File: config.mk
export PLATFORM = sky130hd
export DESIGN_NAME = dsi_reset_seq_flat
export DESIGN_NICKNAME = d
export VERILOG_FILES = /design/src/rtl/dsi_reset_seq_if.sv /design/src/rtl/dsi_reset_seq.sv /design/src/flat_wrapper.sv
export SDC_FILE = /design/constraint.sdc
export NUM_CORES = 1
export LEC_CHECK = 0
export ABC_AREA = 1
export CORE_MARGIN = 4
export CORE_UTILIZATION = 61
export DETAILED_ROUTE_END_ITERATION = 10
export PLACE_DENSITY = 0.89
export SYNTH_ARGS = -nofsm -noshare
export SYNTH_HDL_FRONTEND = slang
export SYNTH_SLANG_ARGS = --single-unit
File: constraint.sdc
create_clock -name clk -period 5.58 [get_ports clk]
set_input_delay 0.837 -clock clk [delete_from_list [all_inputs] [get_ports clk]]
set_output_delay 0.837 -clock clk [all_outputs]
set_load 0.02 [all_outputs]
File: src/rtl/dsi_reset_seq_if.sv
// Control/status bundle between the DSI reset sequencer and the rest of the transmitter.
// master: the sequencer itself; slave: PLL/init-sequencer side that observes the resets.
interface dsi_reset_seq_if;
    logic       pll_lock;
    logic       init_done;
    logic       phy_rst;
    logic       panel_rst_n;
    logic       init_start;
    logic       video_rst;
    logic       ready;
    logic       err;
    logic [2:0] state;

    modport master (
        input  pll_lock,
        input  init_done,
        output phy_rst,
        output panel_rst_n,
        output init_start,
        output video_rst,
        output ready,
        output err,
        output state
    );

    modport slave (
        output pll_lock,
        output init_done,
        input  phy_rst,
        input  panel_rst_n,
        input  init_start,
        input  video_rst,
        input  ready,
        input  err,
        input  state
    );
endinterface

File: src/rtl/dsi_reset_seq.sv
// DSI power-up sequencer: PLL lock -> PHY release -> panel reset pulse -> panel init -> video.
// Lock loss restarts from WAIT_LOCK; an init timeout retries from the panel reset.
module dsi_reset_seq #(
    parameter int unsigned CNT_W        = 16,
    parameter int unsigned T_SETTLE     = 255,
    parameter int unsigned T_PANEL_RST  = 1000,
    parameter int unsigned T_PANEL_WAIT = 5000,
    parameter int unsigned T_INIT_TO    = 50000
) (
    input  logic          clk,
    input  logic          rst,
    dsi_reset_seq_if.master bus
);

    localparam logic [2:0] StWaitLock  = 3'd0;
    localparam logic [2:0] StSettle    = 3'd1;
    localparam logic [2:0] StPanelRst  = 3'd2;
    localparam logic [2:0] StPanelWait = 3'd3;
    localparam logic [2:0] StInit      = 3'd4;
    localparam logic [2:0] StRun       = 3'd5;

    // A timed state exits on the edge where cnt == T-1.
    localparam logic [CNT_W-1:0] SettleLast    = CNT_W'(T_SETTLE - 1);
    localparam logic [CNT_W-1:0] PanelRstLast  = CNT_W'(T_PANEL_RST - 1);
    localparam logic [CNT_W-1:0] PanelWaitLast = CNT_W'(T_PANEL_WAIT - 1);
    localparam logic [CNT_W-1:0] InitToLast    = CNT_W'(T_INIT_TO - 1);

    logic             sync1_q, lock_s_q;
    logic [2:0]       state_q, state_d;
    logic [CNT_W-1:0] cnt_q, cnt_d;
    logic             phy_rst_q, phy_rst_d;
    logic             panel_rst_n_q, panel_rst_n_d;
    logic             init_start_q, init_start_d;
    logic             video_rst_q, video_rst_d;
    logic             ready_q, ready_d;
    logic             err_q, err_d;

    always_comb begin
        state_d = state_q;
        err_d   = err_q;
        if (state_q != StWaitLock && !lock_s_q) begin
            state_d = StWaitLock;
        end else begin
            case (state_q)
                StWaitLock:  if (lock_s_q) state_d = StSettle;
                StSettle:    if (cnt_q == SettleLast) state_d = StPanelRst;
                StPanelRst:  if (cnt_q == PanelRstLast) state_d = StPanelWait;
                StPanelWait: if (cnt_q == PanelWaitLast) state_d = StInit;
                StInit: begin
                    if (bus.init_done) begin
                        state_d = StRun;
                    end else if (cnt_q == InitToLast) begin
                        state_d = StPanelRst;
                        err_d   = 1'b1;
                    end
                end
                StRun:       state_d = StRun;
                default:     state_d = StWaitLock;
            endcase
        end
    end

    // Untimed states hold the counter at zero so it never wraps.
    always_comb begin
        cnt_d = cnt_q + CNT_W'(1);
        if (state_d != state_q || state_q == StWaitLock || state_q == StRun) begin
            cnt_d = '0;
        end
    end

    // Outputs are decoded from the next state so they switch with the state register.
    always_comb begin
        phy_rst_d     = (state_d == StWaitLock) || (state_d == StSettle);
        panel_rst_n_d = (state_d == StPanelWait) || (state_d == StInit) || (state_d == StRun);
        video_rst_d   = (state_d != StRun);
        ready_d       = (state_d == StRun);
        init_start_d  = (state_d == StInit) && (state_q != StInit);
    end

    always_ff @(posedge clk or negedge rst) begin
        if (!rst) begin
            sync1_q       <= 1'b0;
            lock_s_q      <= 1'b0;
            state_q       <= StWaitLock;
            cnt_q         <= '0;
            phy_rst_q     <= 1'b1;
            panel_rst_n_q <= 1'b0;
            init_start_q  <= 1'b0;
            video_rst_q   <= 1'b1;
            ready_q       <= 1'b0;
            err_q         <= 1'b0;
        end else begin
            sync1_q       <= bus.pll_lock;
            lock_s_q      <= sync1_q;
            state_q       <= state_d;
            cnt_q         <= cnt_d;
            phy_rst_q     <= phy_rst_d;
            panel_rst_n_q <= panel_rst_n_d;
            init_start_q  <= init_start_d;
            video_rst_q   <= video_rst_d;
            ready_q       <= ready_d;
            err_q         <= err_d;
        end
    end

    assign bus.phy_rst     = phy_rst_q;
    assign bus.panel_rst_n = panel_rst_n_q;
    assign bus.init_start  = init_start_q;
    assign bus.video_rst   = video_rst_q;
    assign bus.ready       = ready_q;
    assign bus.err         = err_q;
    assign bus.state       = state_q;

endmodule
File: src/flat_wrapper.sv
// flat-port wrapper written by rule: the top's interface ports become plain ports
module dsi_reset_seq_flat 
#(
    parameter int unsigned CNT_W        = 16,
    parameter int unsigned T_SETTLE     = 255,
    parameter int unsigned T_PANEL_RST  = 1000,
    parameter int unsigned T_PANEL_WAIT = 5000,
    parameter int unsigned T_INIT_TO    = 50000
)
  (clk, rst, bus_pll_lock, bus_init_done, bus_phy_rst, bus_panel_rst_n, bus_init_start, bus_video_rst, bus_ready, bus_err, bus_state);
  dsi_reset_seq_if bus_i ();
  input  logic clk;
  input  logic rst;
  input wire logic [$bits(bus_i.pll_lock)-1:0] bus_pll_lock;
  input wire logic [$bits(bus_i.init_done)-1:0] bus_init_done;
  output wire logic [$bits(bus_i.phy_rst)-1:0] bus_phy_rst;
  output wire logic [$bits(bus_i.panel_rst_n)-1:0] bus_panel_rst_n;
  output wire logic [$bits(bus_i.init_start)-1:0] bus_init_start;
  output wire logic [$bits(bus_i.video_rst)-1:0] bus_video_rst;
  output wire logic [$bits(bus_i.ready)-1:0] bus_ready;
  output wire logic [$bits(bus_i.err)-1:0] bus_err;
  output wire logic [$bits(bus_i.state)-1:0] bus_state;
  assign bus_i.pll_lock = bus_pll_lock;
  assign bus_i.init_done = bus_init_done;
  assign bus_phy_rst = bus_i.phy_rst;
  assign bus_panel_rst_n = bus_i.panel_rst_n;
  assign bus_init_start = bus_i.init_start;
  assign bus_video_rst = bus_i.video_rst;
  assign bus_ready = bus_i.ready;
  assign bus_err = bus_i.err;
  assign bus_state = bus_i.state;
  dsi_reset_seq #(.CNT_W(CNT_W), .T_SETTLE(T_SETTLE), .T_PANEL_RST(T_PANEL_RST), .T_PANEL_WAIT(T_PANEL_WAIT), .T_INIT_TO(T_INIT_TO)) u_core (.clk(clk), .rst(rst), .bus(bus_i));
endmodule
==> results of run 1 <==
==> cells by family after synthesis <==
logic type      Yosys count  synth area share
xor+xnor                 11            0.0622
compound gates            7            0.0307
flops                    27             0.438
simple gates            103             0.370
buf+inv                  30            0.0832
fa+ha+maj                 2            0.0162
==> power by group <==
| group | leakage [nW] | internal (mW) | switching [mW] |
|---|---|---|---|
| registers | 0.363 | 0.204 | 0.0104 |
| logic | 0.424 | 0.0367 | 0.101 |
| clock network | 0.0177 | 0.0269 | 0.0581 |
| total | 0.805 | 0.268 | 0.170 |
==> how the worst max path moves through the flow <==
stage	from	end	slack, ns	cells after the start
4_1_cts	u_core.bus.state[2]	bus_state[2]	3.22	1
3_3_place_gp	bus_init_done	u_core.cnt_q[15]	3.03	11
5_1_grt	bus_init_done	u_core.cnt_q[0]	3.07	12
2_1_floorplan	bus_init_done	u_core.cnt_q[5]	3.61	13
6_report	u_core.bus.state[2]	bus_state[2]	3.23	1
3_5_place_dp	bus_init_done	u_core.cnt_q[2]	2.90	12
==> per-stage QoR <==
step           hold WS, ns  std cells  utilization  cell area (um2)  setup slack, ns
4_1_cts              0.373        224        0.742             1720             3.22
3_3_place_gp         0.333        220        0.730             1690             3.03
3_5_place_dp         0.339        220        0.730             1690             2.90
5_1_grt              0.382        224        0.742             1720             3.07
2_1_floorplan        0.331        180            -             1550             3.61
6_report             0.369        224        0.742             1720             3.23
==> state kept, by name (all words and copies together), names as in the netlist <==
signal	count
u_core.lock_s_q	1
u_core.sync1_q	1
u_core.cnt_q	16
u_core.bus.phy_rst	1
u_core.bus.video_rst	1
u_core.bus.err	1
u_core.bus.ready	1
u_core.bus.panel_rst_n	1
u_core.bus.init_start	1
u_core.bus.state	3
==> layout make-up <==
type / count / area, um2
multi-input cells: 123 / 742
flip-flops and latches: 27 / 678
inverters: 29 / 109
clock inverters: 1 / 5.00
clock buffers: 3 / 22.5
repair buffers: 13 / 128
well taps: 28 / 35.0
fillers: 167 / 599
==> synth_stat cells (all sizes together) <==
cell    count  share of area
nand3      22          0.086
buf         1          0.013
o21bai      1         0.0048
ha          2          0.016
o211ai      1         0.0048
o21ai       3          0.012
nor3        5          0.023
dfrtp      25           0.40
nor2       39           0.16
a31oi       1         0.0040
nand2      33          0.086
a21o        1         0.0048
dfstp       2          0.034
inv        29          0.070
xnor2       2          0.011
xor2        9          0.051
nand4       4          0.016
==> per-layer routing <==
metal / up-vias / part of all wire / track usage / routed length [um]
li1: 592 / - / - / -
met1: 605 / 0.41 / 0.271 / 1260
met2: 60 / 0.51 / 0.352 / 1560
met3: 8 / 0.067 / 0.0197 / 205
met4: 0 / 0.014 / 0.0563 / 42
met5: - / 0 / 0 / 0
==> metrics.yaml, run 1 <==
status:
  status: "finished, final reports clean"
drt:
  wl_per_cell_um: 13.7
  drt_iter0_markers: 38
  postRouteAntennaNets: 0
  drcViolationCount: 0
  dr_total_vias: 1265
  first_pass_iters: 4
  routed_via_density: 5.65
  drt-total-wl_mm: 3.06
clocking:
  cts_setup_buffers: 0
  cts_sinks: 27
  root_buffer: "clkbuf_4"
  clk_latency_ns: 0.33
  holdBufCountCts: 0
  clk_pin_slew_ns: 0.15
  cts_tree: "yes"
  cts_buffer_depth: 2
  cts_inserted_buffers: 3
  htreeDepth: 1
  post_cts_resize_count: 0
layout:
  final_cell_mix: "nand2_1 (29), dfrtp_1 (25), inv_1 (24)"
  antenna_cells: 0
  layout_commonest_cell: "nand2_1"
  area_growth_pct: 11.0
  layout-drive-gt1-share: 0.194
  layout.nets: 203
critical_path:
  r2r-start: "u_core.cnt_q[0]"
  r2r-end: "u_core.cnt_q[2]"
  critical_path.top_delay_family: "buffers and inverters"
  cp-end-kind: "output pin"
  reg2reg_depth: 13
  max_stage_delay_ns: 0.66
  worst_ep_required_time_ns: 4.74
  reg2reg_setup_slack_ns: 3.38
  critPathBufInv: 1
  path_max_fanout: 7
  path_class: "flop to output pin"
  worst_setup_path_start_kind: "flop"
  arrival_ns: 1.51
  cpMaxStageDelayCell: "clkdlybuf4s50_1"
  cp_cell_sequence: "clkdlybuf4s50_1"
floorplan:
  fp.dieW_um: 58.4
  start_util: 0.668
  rows: 17
  die_y_um: 58.4
  coreArea_um2: 2320
  pin_count: 13
  dieArea_um2: 3410
timing:
  fin_crit_sh: 0.421
  worst_slew_pin_slew_ns: 0.419
  setup_viol: 0
  slew_headroom: 0.718
  drv_slew: 0
  hold_viol: 0
  skew_ns: 0.0112
  fin_crit_ns: 2.35
  tns_ns: 0
  grt_setup_unrepaired: "false"
  fmaxAchievable_mhz: 426
synthesis:
  syn_area_um2: 1550
  synth_seq_area_share: 0.438
  ys_ff_latch: 27
  syn_area_per_cell_um2: 8.61
  synth_cell_types: 25
  postSynthCellCount: 180
  yosysWarnings: 0
  syn_nets: 186
placed_design:
  place_congestion: 0.921
  port_buffers: 12
  dp_hpwl_mm: 2.34
min_path:
  min_path_cells: 0
  min-delay-start: "u_core.sync1_q"
  hold-path-endpoint: "u_core.lock_s_q"
  min_path_type: "flop to flop"
global_route:
  grt_max_degree: 28
  grtUsageTotal: 0.204
  grt_pass1_vias: 1237
  overflow: 0
  antenna_found_initial: 0
  grt_first_pass_wirelength_mm: 5.42
pwr:
  p_per_area_nw_per_um2: 255
  p_leak_nw: 0.805
  ir_drop_v: 0.000214
  p_total_uw: 438
flow_run:
  drv_cap: 0
Note: power is estimated with default switching activity, not from simulation.
==> run 2: changes to the inputs <==
--- a/config.mk
+++ b/config.mk
@@ -7,9 +7,9 @@
 export LEC_CHECK = 0
 export ABC_AREA = 1
 export CORE_MARGIN = 4
-export CORE_UTILIZATION = 61
+export CORE_UTILIZATION = 57
 export DETAILED_ROUTE_END_ITERATION = 10
-export PLACE_DENSITY = 0.89
+export PLACE_DENSITY = 0.85
 export SYNTH_ARGS = -nofsm -noshare
 export SYNTH_HDL_FRONTEND = slang
 export SYNTH_SLANG_ARGS = --single-unit
==> constraint.sdc (replaced) <==
create_clock -name clk -period 2.46 [get_ports clk]
set_input_delay 0.369 -clock clk [delete_from_list [all_inputs] [get_ports clk]]
set_output_delay 0.369 -clock clk [all_outputs]
set_load 0.02 [all_outputs]
==> run 2 against run 1 <==
Compared with the run above: worst setup slack got worse by 2.9 ns; sequential cell count stayed put; routed wire length is 8.2% lower; count of clock-buffer cells in the layout unchanged; first-iteration DRC count shrank 11%; non-clock buffer count unchanged; final area is 0.29% higher; highest routed layer unchanged; largest power group unchanged; register-to-register slack got worse by 3.0 ns.
==> metrics.yaml, run 2 (synthesis gave the netlist of run 1 again) <==
status:
  status: "finished, final reports clean"
clocking:
  clk_latency_ns: 0.34
  cts_inserted_buffers: 3
  cts_sinks: 27
  post_cts_resize_count: 0
  holdBufCountCts: 0
  htreeDepth: 1
  cts_buffer_depth: 2
  cts_setup_buffers: 0
  cts_tree: "yes"
  clk_pin_slew_ns: 0.15
  root_buffer: "clkbuf_4"
timing:
  fmaxAchievable_mhz: 472
  grt_setup_unrepaired: "false"
  final.setup.worst_slack_ns: 0.342
  fin_crit_ns: 2.12
  drv_slew: 0
  skew_ns: 0.0163
  setup_viol: 0
  hold_viol: 0
  worst_slew_pin_slew_ns: 0.610
  slew_headroom: 0.592
  tns_ns: 0
  fin_crit_sh: 0.861
drt:
  first_pass_iters: 6
  drt_iter0_markers: 34
  wl_per_cell_um: 12.4
  routed_via_density: 5.17
  drcViolationCount: 0
  postRouteAntennaNets: 0
  dr_total_vias: 1169
  drt-total-wl_mm: 2.81
pwr:
  p_leak_nw: 0.801
  p_total_uw: 991
  ir_drop_v: 0.000648
  p_per_area_nw_per_um2: 575
critical_path:
  path_class: "flop to flop"
  cpMaxStageDelayCell: "dfrtp_1"
  reg2reg_setup_slack_ns: 0.34
  path_max_fanout: 16
  critPathBufInv: 0
  critical_path.top_delay_family: "simple AND/OR/NAND/NOR gates"
  arrival_ns: 2.33
  cp_cell_sequence: "ha_1 > nand2_2 > nor2_4 > nand2_2 > nor2_2 > nand3_1 > nand4_1 > nand2_1 > nand2_1 > nand2_1 > nand3_4 > nor2_1"
  cp-endpoint: "u_core.cnt_q[15]"
  cp-end-kind: "flop"
  r2r-start: "u_core.cnt_q[0]"
  cp.depth: 12
  worst_ep_required_time_ns: 2.68
  r2r-end: "u_core.cnt_q[15]"
  startpoint: "u_core.cnt_q[0]"
  timing.critical_path.mode_cell: "nand2_1"
  max_stage_delay_ns: 0.42
  worst_setup_path_start_kind: "flop"
  reg2reg_depth: 12
min_path:
  min_path_cells: 0
  min_path_type: "flop to flop"
layout:
  regArea_um2: 678
  area_growth_pct: 11.3
  multi_input_area_um2: 742
  final_cell_mix: "nand2_1 (29), dfrtp_1 (25), inv_1 (24)"
  fillers: 218
  regMostFlops: "u_core.cnt_q"
  layout-drive-gt1-share: 0.194
  antenna_cells: 0
  largest_reg_flops: 16
  layout_commonest_cell: "nand2_1"
  layout.nets: 203
  final_cell_area_um2: 1720
floorplan:
  fp.dieW_um: 60.1
  start_util: 0.609
  pin_count: 13
  dieArea_um2: 3620
  coreArea_um2: 2540
  rows: 18
  die_y_um: 60.1
global_route:
  grt_max_degree: 17
  overflow: 0
  antenna_found_initial: 0
  grtUsageTotal: 0.185
  grt_pass1_vias: 1101
  grt_first_pass_wirelength_mm: 4.89
placed_design:
  port_buffers: 12
  place_congestion: 0.972
  dp_hpwl_mm: 2.19
  place_area_um2: 1690
  dp_slack_ns: 0.251
flow_run:
  drv_cap: 0
[run 2: cell count changes in the layout (fill, tap and decap cells not counted), sizes merged]
cell      change
clkinvlp      +1
clkinv        -1
[run 2: stage by stage]
| stage | hold WS [ns] | instances | utilization |
|---|---|---|---|
| 2_1_floorplan | 0.0734 | 180 | - |
| 3_3_place_gp | 0.337 | 222 | 0.666 |
| 3_5_place_dp | 0.341 | 222 | 0.666 |
| 4_1_cts | 0.376 | 226 | 0.677 |
| 5_1_grt | 0.379 | 226 | 0.677 |
| 6_report | 0.371 | 226 | 0.677 |
[run 2: cell type report]
type,count,area share
tap,30,0.0218
clock inverter,1,0.00435
timing repair buffer,13,0.0740
multi-input combinational,123,0.430
sequential,27,0.393
clock buffer,3,0.0131
inverter,29,0.0631
[run 2: worst min path at each step]
stage	startpoint	endpoint
final	u_core.sync1_q	u_core.lock_s_q
after global routing	u_core.sync1_q	u_core.lock_s_q
after CTS	u_core.sync1_q	u_core.lock_s_q
after detailed placement	u_core.sync1_q	u_core.lock_s_q
after global placement	u_core.sync1_q	u_core.lock_s_q
after floorplan	rst	u_core.bus.err
[run 2: per-layer routing]
| metal | track usage | vias to the layer above | share of wire |
|---|---|---|---|
| met5 | 0 | - | 0 |
| met4 | 0.0570 | 0 | 0.014 |
| met3 | 0.0518 | 5 | 0.038 |
| met2 | 0.284 | 18 | 0.49 |
| met1 | 0.253 | 554 | 0.46 |
| li1 | - | 592 | - |
[run 2: worst reg2reg max path, stage by stage, from the launching register on]
cell and delay [ns]:
dfrtp_1 0.42, ha_1 0.24, nand2_2 0.10, nor2_4 0.13, nand2_2 0.06, nor2_2 0.11
nand3_1 0.13, nand4_1 0.12, nand2_1 0.12, nand2_1 0.08, nand2_1 0.08, nand3_4 0.33
nor2_1 0.08
[run 2: where the power goes]
group,internal [mW],leakage (nW),switching [mW]
registers,0.463,0.363,0.0212
clock network,0.0625,0.0139,0.133
logic,0.0831,0.424,0.228
total,0.609,0.801,0.382
==> run 3: changes to the inputs <==
--- a/config.mk
+++ b/config.mk
@@ -10,6 +10,7 @@
 export CORE_UTILIZATION = 57
 export DETAILED_ROUTE_END_ITERATION = 10
 export PLACE_DENSITY = 0.85
+export REMOVE_ABC_BUFFERS = 1
 export SYNTH_ARGS = -nofsm -noshare
 export SYNTH_HDL_FRONTEND = slang
 export SYNTH_SLANG_ARGS = --single-unit
==> run 3 against run 2 <==
Compared with the run above: sequential power barely moved; worst setup slack worse by 0.10 ns; die area unchanged; via count increased by 4.2%; global-route usage grew 1.4 points; count of clock-buffer cells in the layout grew 1; hold slack better by 0.010 ns; total power rose by 0.60%; non-clock buffer count is the same; critical endpoint is now u_core.cnt_q[1].
==> metrics.yaml, run 3 (synthesis gave the netlist of run 1 again) <==
critical_path:
  cpMaxStageDelayCell: "dfrtp_1"
  critPathBufInv: 0
  timing.critical_path.mode_cell: "nand2_1"
  critical_path.top_delay_family: "simple AND/OR/NAND/NOR gates"
  cp_cell_sequence: "ha_1 > nand3_1 > nor2_1 > nand2_1 > nand2_1 > nand4_1 > nand2_1 > nand2_1 > nand2_1 > nand3_4 > nor2_1"
  worst_setup_path_start_kind: "flop"
  path_class: "flop to flop"
  cp-end-kind: "flop"
  reg2reg_setup_slack_ns: 0.24
  worst_ep_required_time_ns: 2.72
  arrival_ns: 2.48
  path_max_fanout: 16
  max_stage_delay_ns: 0.42
floorplan:
  coreArea_um2: 2540
  fp.dieW_um: 60.1
  die_y_um: 60.1
  pin_count: 13
  rows: 18
  dieArea_um2: 3620
  start_util: 0.609
drt:
  drt-total-wl_mm: 3.06
  postRouteAntennaNets: 0
  drt_iter0_markers: 51
  first_pass_iters: 4
  drcViolationCount: 0
  dr_total_vias: 1218
  routed_via_density: 5.39
  wl_per_cell_um: 13.5
clocking:
  cts_inserted_buffers: 3
  root_buffer: "clkbuf_4"
  holdBufCountCts: 0
  clk_latency_ns: 0.33
  post_cts_resize_count: 0
  cts_sinks: 27
  cts_tree: "yes"
  htreeDepth: 1
  cts_setup_buffers: 0
  cts_buffer_depth: 2
  clk_pin_slew_ns: 0.15
layout:
  fin_util: 0.676
  largest_reg_flops: 16
  layout.nets: 203
  regArea_um2: 678
  regMostFlops: "u_core.cnt_q"
  layout_commonest_cell: "nand2_1"
  antenna_cells: 0
  layout-drive-gt1-share: 0.189
  final_cell_mix: "nand2_1 (29), dfrtp_1 (25), inv_1 (24)"
  multi_input_area_um2: 742
  fillers: 200
  fin_cells: 226
  area_growth_pct: 11.1
placed_design:
  port_buffers: 12
  place_congestion: 1.06
  post-place-cells: 222
  dp_hpwl_mm: 2.26
  dp_slack_ns: 0.204
timing:
  final.setup.worst_slack_ns: 0.238
  slew_headroom: 0.701
  fin_crit_ns: 2.22
  fin_crit_sh: 0.903
  hold_viol: 0
  fmaxAchievable_mhz: 450
  skew_ns: 0.00440
  drv_slew: 0
  grt_setup_unrepaired: "false"
  setup_viol: 0
  worst_slew_pin_slew_ns: 0.445
  tns_ns: 0
global_route:
  grt_first_pass_wirelength_mm: 5.33
  grt_pass1_vias: 1181
  grt_max_degree: 28
  grtUsageTotal: 0.199
  antenna_found_initial: 0
  overflow: 0
min_path:
  min_path_type: "input pin to async pin"
pwr:
  p_leak_nw: 0.802
  ir_drop_v: 0.000739
  p_per_area_nw_per_um2: 579
status:
  status: "finished, final reports clean"
flow_run:
  drv_cap: 0
## run 3: changes by cell type in the layout (fill, tap and decap cells not counted)
cell,before,now
clkbuf_1,0,1
clkinvlp_4,1,0
## run 3: worst paths after layout
check / endpoint / depth (start not counted) / from
min: u_core.cnt_q[4] / 2 / rst
max in group asynchronous: u_core.bus.phy_rst / 2 / rst
max: u_core.cnt_q[1] / 11 / u_core.cnt_q[0]
max reg2reg: u_core.cnt_q[1] / 11 / u_core.cnt_q[0]
min reg2reg: u_core.lock_s_q / 0 / u_core.sync1_q
min in group clk: u_core.lock_s_q / 0 / u_core.sync1_q
## run 3: cell type report
cell class	instances	area share
inverter	29	0.0633
tap	30	0.0218
sequential	27	0.394
timing repair buffer	13	0.0742
clock buffer	4	0.0153
multi-input combinational	123	0.431
## run 3: power breakdown
| group | leakage [nW] | switching, mW | internal [mW] |
|---|---|---|---|
| Clock | 0.0150 | 0.134 | 0.0637 |
| Combinational | 0.424 | 0.231 | 0.0832 |
| Sequential | 0.363 | 0.0209 | 0.463 |
## run 3: worst register-to-register path: stages (launching register included)
cell and delay, ns:
dfrtp_1 0.42, ha_1 0.25, nand3_1 0.14, nor2_1 0.18, nand2_1 0.08, nand2_1 0.10
nand4_1 0.13, nand2_1 0.14, nand2_1 0.06, nand2_1 0.11, nand3_4 0.32, nor2_1 0.23
## run 3: per-layer routing
metal | up-vias | routed length, um | GRT usage
met3 | 12 | 170 | 0.0324
met2 | 44 | 1530 | 0.327
met4 | 0 | 89 | 0.108
li1 | 591 | - | -
met5 | - | 0 | 0
met1 | 571 | 1270 | 0.248
## run 3: stage by stage
step	hold WS, ns	total power [mW]	area, um2
after CTS	0.369	1.00	1720
after detailed placement	0.336	0.810	1690
after global routing	0.388	1.05	1720
after floorplan	0.0734	0.728	1530
final	0.381	0.997	1720
after global placement	0.333	0.794	1690
